--- src/rtl/ff_autoplay_seq.sv ---
// ff_autoplay_seq
// Attract/auto-play input sequencer for the foodfight core. Debounces the
// three raw board buttons and, while enable is high, plays a timed
// coin -> start -> periodic-throw sequence on the active-low game switches.
// The manual buttons are always OR-merged with the automatic pulses.
//
// Optional feature macro: FF_AUTOPLAY_REPEAT_EN
//   defined   - after PLAY_CYC cycles in PLAY the sequence restarts at WAIT_COIN
//   undefined - PLAY persists until enable drops or reset
module ff_autoplay_seq #(
    parameter int DEBOUNCE_CYC = 3000,
    parameter int COIN_DELAY   = 1200000,
    parameter int PULSE_LEN    = 120000,
    parameter int START_GAP    = 2400000,
    parameter int THROW_PERIOD = 600000,
    parameter int PLAY_CYC     = 48000000
) (
    input  logic       clk12m,
    input  logic       reset_n,
    input  logic       enable,
    input  logic       button1,
    input  logic       button2,
    input  logic       button3,
    output logic       sw_coin1_n,
    output logic       sw_start1_n,
    output logic       sw_throw1_n,
    output logic       busy,
    output logic [2:0] state
);

    typedef enum logic [2:0] {
        IDLE       = 3'd0,
        WAIT_COIN  = 3'd1,
        COIN       = 3'd2,
        WAIT_START = 3'd3,
        START      = 3'd4,
        PLAY       = 3'd5
    } state_t;

    // Timer reload values; each timed state lasts (load + 1) cycles.
    localparam logic [23:0] DB_LAST    = 24'(DEBOUNCE_CYC - 1);
    localparam logic [23:0] COIN_LOAD  = 24'(COIN_DELAY - 1);
    localparam logic [23:0] PULSE_LOAD = 24'(PULSE_LEN - 1);
    localparam logic [23:0] GAP_LOAD   = 24'(START_GAP - 1);
    localparam logic [23:0] THROW_LOAD = 24'(THROW_PERIOD - 1);
    // Throw is asserted while the PLAY timer is at or above this value,
    // which covers the first PULSE_LEN cycles of every throw period.
    localparam logic [23:0] THROW_ON   = 24'(THROW_PERIOD - PULSE_LEN);

    // A configuration outside the legal ranges would make the counters wrap
    // in surprising ways, so such a build simply never leaves IDLE.
    localparam bit CFG_OK = (DEBOUNCE_CYC >= 1) && (COIN_DELAY >= 1) &&
                            (PULSE_LEN >= 1) && (START_GAP >= 1) &&
                            (THROW_PERIOD >= 1) && (PLAY_CYC >= 1) &&
                            (PULSE_LEN < THROW_PERIOD) &&
                            (DEBOUNCE_CYC < (1 << 24)) && (COIN_DELAY < (1 << 24)) &&
                            (PULSE_LEN < (1 << 24)) && (START_GAP < (1 << 24)) &&
                            (THROW_PERIOD < (1 << 24)) && (PLAY_CYC < (1 << 26));

    // Button path: index 0 = coin (button1), 1 = start (button2), 2 = throw (button3).
    logic [2:0]       raw;
    logic [2:0]       sync_a;
    logic [2:0]       sync_b;
    logic [2:0]       deb_q;
    logic [2:0]       deb_next;
    logic [2:0][23:0] db_cnt_q;
    logic [2:0][23:0] db_cnt_next;

    // Sequencer state.
    state_t      state_q;
    state_t      state_next;
    logic [23:0] timer_q;
    logic [23:0] timer_next;
    logic        auto_coin;
    logic        auto_start;
    logic        auto_throw;

`ifdef FF_AUTOPLAY_REPEAT_EN
    localparam logic [25:0] PLAY_LOAD = 26'(PLAY_CYC - 1);
    logic [25:0] play_q;
    logic [25:0] play_next;
`endif

    assign raw   = {button3, button2, button1};
    assign state = state_q;

    // Two-flop synchronisers plus debounced levels and their stability counters.
    always_ff @(posedge clk12m) begin
        if (!reset_n) begin
            sync_a   <= '0;
            sync_b   <= '0;
            deb_q    <= '0;
            db_cnt_q <= '0;
        end else begin
            sync_a   <= raw;
            sync_b   <= sync_a;
            deb_q    <= deb_next;
            db_cnt_q <= db_cnt_next;
        end
    end

    // A debounced level flips only once the synchronised input has disagreed
    // with it for DEBOUNCE_CYC consecutive cycles; agreement clears the count.
    always_comb begin
        deb_next    = deb_q;
        db_cnt_next = '0;
        for (int i = 0; i < 3; i++) begin
            if (sync_b[i] != deb_q[i]) begin
                if (db_cnt_q[i] == DB_LAST) begin
                    deb_next[i] = sync_b[i];
                end else begin
                    db_cnt_next[i] = db_cnt_q[i] + 24'd1;
                end
            end
        end
    end

    // Next-state and timer decode; dropping enable outranks every other exit.
    always_comb begin
        state_next = state_q;
        timer_next = (timer_q == '0) ? '0 : (timer_q - 24'd1);
`ifdef FF_AUTOPLAY_REPEAT_EN
        play_next  = (play_q == '0) ? '0 : (play_q - 26'd1);
`endif
        if ((state_q != IDLE) && !enable) begin
            state_next = IDLE;
            timer_next = '0;
        end else begin
            case (state_q)
                IDLE: begin
                    timer_next = '0;
                    if (enable && CFG_OK) begin
                        state_next = WAIT_COIN;
                        timer_next = COIN_LOAD;
                    end
                end
                WAIT_COIN: begin
                    if (timer_q == '0) begin
                        state_next = COIN;
                        timer_next = PULSE_LOAD;
                    end
                end
                COIN: begin
                    if (timer_q == '0) begin
                        state_next = WAIT_START;
                        timer_next = GAP_LOAD;
                    end
                end
                WAIT_START: begin
                    if (timer_q == '0) begin
                        state_next = START;
                        timer_next = PULSE_LOAD;
                    end
                end
                START: begin
                    if (timer_q == '0) begin
                        state_next = PLAY;
                        timer_next = THROW_LOAD;
`ifdef FF_AUTOPLAY_REPEAT_EN
                        play_next  = PLAY_LOAD;
`endif
                    end
                end
                PLAY: begin
`ifdef FF_AUTOPLAY_REPEAT_EN
                    if (play_q == '0) begin
                        state_next = WAIT_COIN;
                        timer_next = COIN_LOAD;
                    end else if (timer_q == '0) begin
                        timer_next = THROW_LOAD;
                    end
`else
                    if (timer_q == '0) begin
                        timer_next = THROW_LOAD;
                    end
`endif
                end
                default: begin
                    state_next = IDLE;
                    timer_next = '0;
                end
            endcase
        end
    end

    // Automatic pulses follow the state being entered so they line up with the
    // registered outputs on the same edge.
    always_comb begin
        auto_coin  = (state_next == COIN);
        auto_start = (state_next == START);
        auto_throw = (state_next == PLAY) && (timer_next >= THROW_ON);
    end

    // FSM registers and the registered, active-low switch outputs.
    always_ff @(posedge clk12m) begin
        if (!reset_n) begin
            state_q     <= IDLE;
            timer_q     <= '0;
            busy        <= 1'b0;
            sw_coin1_n  <= 1'b1;
            sw_start1_n <= 1'b1;
            sw_throw1_n <= 1'b1;
        end else begin
            state_q     <= state_next;
            timer_q     <= timer_next;
            busy        <= (state_next != IDLE);
            sw_coin1_n  <= ~(deb_next[0] | auto_coin);
            sw_start1_n <= ~(deb_next[1] | auto_start);
            sw_throw1_n <= ~(deb_next[2] | auto_throw);
        end
    end

`ifdef FF_AUTOPLAY_REPEAT_EN
    // Length of the current game before the sequence restarts.
    always_ff @(posedge clk12m) begin
        if (!reset_n) begin
            play_q <= '0;
        end else begin
            play_q <= play_next;
        end
    end
`endif

endmodule
--- config.mk ---
export PLATFORM = sky130hd
export DESIGN_NAME = ff_autoplay_seq
export DESIGN_NICKNAME = d
export VERILOG_FILES = /design/src/rtl/ff_autoplay_seq.sv
export SDC_FILE = /design/constraint.sdc
export NUM_CORES = 1
export LEC_CHECK = 0
export BUFFER_PORTS_ARGS = -buffer_cell sky130_fd_sc_hd__buf_4
export CORE_MARGIN = 4
export CORE_UTILIZATION = 36
export DETAILED_ROUTE_END_ITERATION = 8
export GPL_TIMING_DRIVEN = 0
export PLACE_DENSITY = 0.51
export SLEW_MARGIN = 0
export SYNTH_ARGS = -nofsm -noshare
export SYNTH_HDL_FRONTEND = slang
export SYNTH_SLANG_ARGS = --single-unit
--- constraint.sdc ---
create_clock -name clk12m -period 2.6 [get_ports clk12m]
set_clock_uncertainty 0.2 [all_clocks]
set_input_delay 0.13 -clock clk12m [delete_from_list [all_inputs] [get_ports clk12m]]
set_output_delay 0.13 -clock clk12m [all_outputs]
set_load 0.02 [all_outputs]
==> implementation parameters <==
Parameter                              Value

Outcome
  Run status ... finished, violations left
  Failing checks ... setup timing

Finish
  Fillers ... 1331
  Share of final-layout standard cells stronger than drive strength 1 ... between 10% and 20%
  NumNets Final ... about 680
  Antenna Diode Count ... 0
  Register Area ... between 2000 and 2500 um^2
  Fin util ... a little over two fifths
  Area occupied by multi-input gates ... 2980 um^2
  Area growth from synthesis to final layout ... 18.8%

Setup path
  Cells along the critical path ... or4_4 -> or3_1 -> buf_6 -> nor4_4 -> buf_4 -> nor2_1 -> a21oi_2 -> a41oi_2 -> a311oi_2
  Worst Path Required ... around 2700 ps
  Kind of start point of the critical path ... flop
  Worst endpoint data arrival time ... between 2000 and 3000 ps
  Top delay family on crit path ... simple AND/OR/NAND/NOR gates
  Crit Path Class ... reg2reg
  Critical path fanouts, max ... 5
  Worst-path cell with the longest stage delay ... or4_4
  Crit-path max cell delay ... 520 ps
  CP bufs+invs ... 2
  Crit. End Element ... flop

Synthesis
  Biggest area contributors in the synthesized netlist ... dfxtp_1 44%, xor2_1 9.0%, nor2_1 8.7%, xnor2_1 5.1%, nand2_1 4.4%
  Average size of a mapped cell ... 8.27 um^2
  Ys async rst share ... 0%
  Most frequent cells after synthesis ... 120 x nor2_1, 112 x dfxtp_1, 60 x nand2_1, 53 x xor2_1, 40 x nand3_1
  Netlist cell types ... between 40 and 50
  Synthesized instance count ... ~620
  Yosys synthesis warning count ... 0
  Syn_nets ... about 630
  Sequential cell area fraction in the yosys report ... 43.5%
  Area share of the largest cell type after synthesis ... a little over two fifths
  Most used standard cell by instance count after synthesis ... nor2_1
  Number of enable-type register cells in the synthesized netlist ... 0
  Top FF cell, synth ... dfxtp_1
  Flop and latch count out of synthesis ... 112
  Leading area contributor after synthesis ... dfxtp_1
  Post-synthesis instance area ... around 5200 um^2

Placed design
  IO buf count ... 11
  Hpwl dp ... 8020 um
  Placement Setup Slack ... -871 ps
  Last weighted congestion value of the routability-driven placer ... 0.894

Global routing
  Total global routing overflow ... 0
  Initial antenna violation count ... 0
  First-pass GRT wire length ... 19600 um
  Largest net degree at the start of global routing ... 18
  Number of global-route vias before repair ... about 4200
  GRT Total Usage ... between 10% and 20%

Clock tree
  Clock Tree Buf Depth ... 2
  Maximum level of the CTS H-tree ... 3
  Num CTS Buffers ... 9
  Clk pin slew, worst setup/hold paths ... 70 ps
  CTS sink count ... 112
  Clock latency at the later pin of the worst-skew pair ... approximately 350 ps
  Root Buffer Master ... clkbuf_16
  CTS tree ... yes

Floorplan
  Core box area ... between 10000 and 15000 um^2
  Ports ... 13
  Chip Height ... between 100 and 150 um
  Die Width ... ~130 um
  Initial core utilization ... between 30% and 40%
  Std cell rows ... 43
  Die footprint ... approximately 16000 um^2

STA
  Min setup slack post-route ... -282 ps
  Actual transition at the worst max-transition pin ... 990 ps
  Sum of negative setup slack ... -549 ps
  Fmax ... approximately 350 MHz
  Remaining max-slew budget at the tightest pin ... about a third
  Unrepaired setup endpoints after global routing ... true
  Minimum clock period ... 2880 ps
  Final hold violation count ... 0
  Total count of max-transition violations in the final report ... 0
  Final period utilization ... 111%
  Final setup vio count ... 6

Drt
  DRT Wirelength ... around 12000 um
  Vias per cell ... 5.11
  Routed length per placed instance ... roughly 14 um
  Antenna viol nets, final ... 0
  Drc violations ... 0
  Total via count in the routed design ... approximately 4300
  Detailed Routing Iterations Pass 1 ... 4
  Number of violations reported at the end of detailed-routing iteration 0 ... between 200 and 250

Power and ir drop
  Leak pwr ... 2.13 nW
  Worst vdd ir ... 0.000319 V
  Power per Cell Area ... around 560 nW/um^2

Flow run
  Max-cap violation count ... 0

Hold path
  Path type of the worst min-delay path ... in2reg
stage by stage:
step                      total power [mW]  hold slack, ps  instances  instance area [um^2]
final                                 3.42            65.9        848                  6120
after global routing                  3.58            92.3        848                  6120
after CTS                             3.42            18.2        838                  5890
after detailed placement              2.11             146        814                  5460
after global placement                2.10             139        814                  5460
after floorplan                       2.02            57.3        623                  5150
path summary, 6_finish.rpt:
kind / startpoint / end / depth (start not counted) / slack, ps
hold reg to reg: sync_a[1] / sync_b[1] / 1 / 240
hold / removal: enable / timer_q[9] / 3 / 70
setup / recovery: timer_q[17] / sw_throw1_n / 9 / -280
setup reg to reg: timer_q[17] / sw_throw1_n / 9 / -280
cell families after synthesis:
logic type      Yosys count  share of synthesized area (%)
compound gates           61                           7.31
xor+xnor                 83                           14.1
fa+ha+maj                 5                           1.21
buf+inv                  33                           2.72
flops                   112                           43.5
mux                       3                          0.583
simple gates            326                           30.6
tightest hold or removal path, delay by kind of cell:
kind / cells / cell delay [ps]
buffers and inverters: 1 / 190
and+or+nand+nor: 2 / 250
layout by cell type, fill, tap and decap left out, types with 5 or more instances in the layout:
cell,instances
a21oi_1,14
and2_1,10
and3_1,13
buf_4,25
buf_6,5
clkbuf_1,11
clkbuf_16,9
clkbuf_2,6
dfxtp_1,110
ha_1,5
inv_1,11
nand2_1,59
nand3_1,40
nand4_1,14
nor2_1,118
nor3_1,17
nor4_1,9
nor4_2,5
nor4b_1,5
o21ai_0,17
or3_1,12
xnor2_1,29
xor2_1,53
power breakdown:
part | switching, mW | internal, mW | total, mW | leakage, nW
Combinational | 0.225 | 0.151 | 0.376 | 1.09
Clock | 0.628 | 0.642 | 1.27 | 0.131
Sequential | 0.0336 | 1.74 | 1.78 | 0.909
Total | 0.886 | 2.54 | 3.42 | 2.13
layout make-up:
cell class	count	share of cell area, %
tap	180	3.68
clock inverter	6	0.593
timing repair buffer	32	4.27
multi-input combinational	478	48.6
clock buffer	9	3.68
inverter	11	0.675
buffer	20	1.78
sequential	112	36.7
sequential cells by signal, indices dropped and copies added, names as in the netlist:
register,cells
busy,1
db_cnt_q,72
deb_q,3
state,3
sw_coin1_n,1
sw_start1_n,1
sw_throw1_n,1
sync_a,3
sync_b,3
timer_q,24
metal layers:
metal | track usage (%) | vias up | part of all wire, %
li1 | - | 2211 | -
met3 | 4.13 | 17 | 4.0
met1 | 20.3 | 2033 | 49
met4 | 4.06 | 0 | 1.4
met2 | 22.8 | 74 | 46
met5 | 0 | - | 0
what timing repair did:
action / CTS / global route
buffers inserted: 6 / 11
hold endpoints to repair: 7 / 0
pin swaps: 10 / 17
resized for setup: 22 / 37
hold buffers: 4 / 0
setup endpoints to repair: 67 / 76
(Power assumes the default switching activity.)
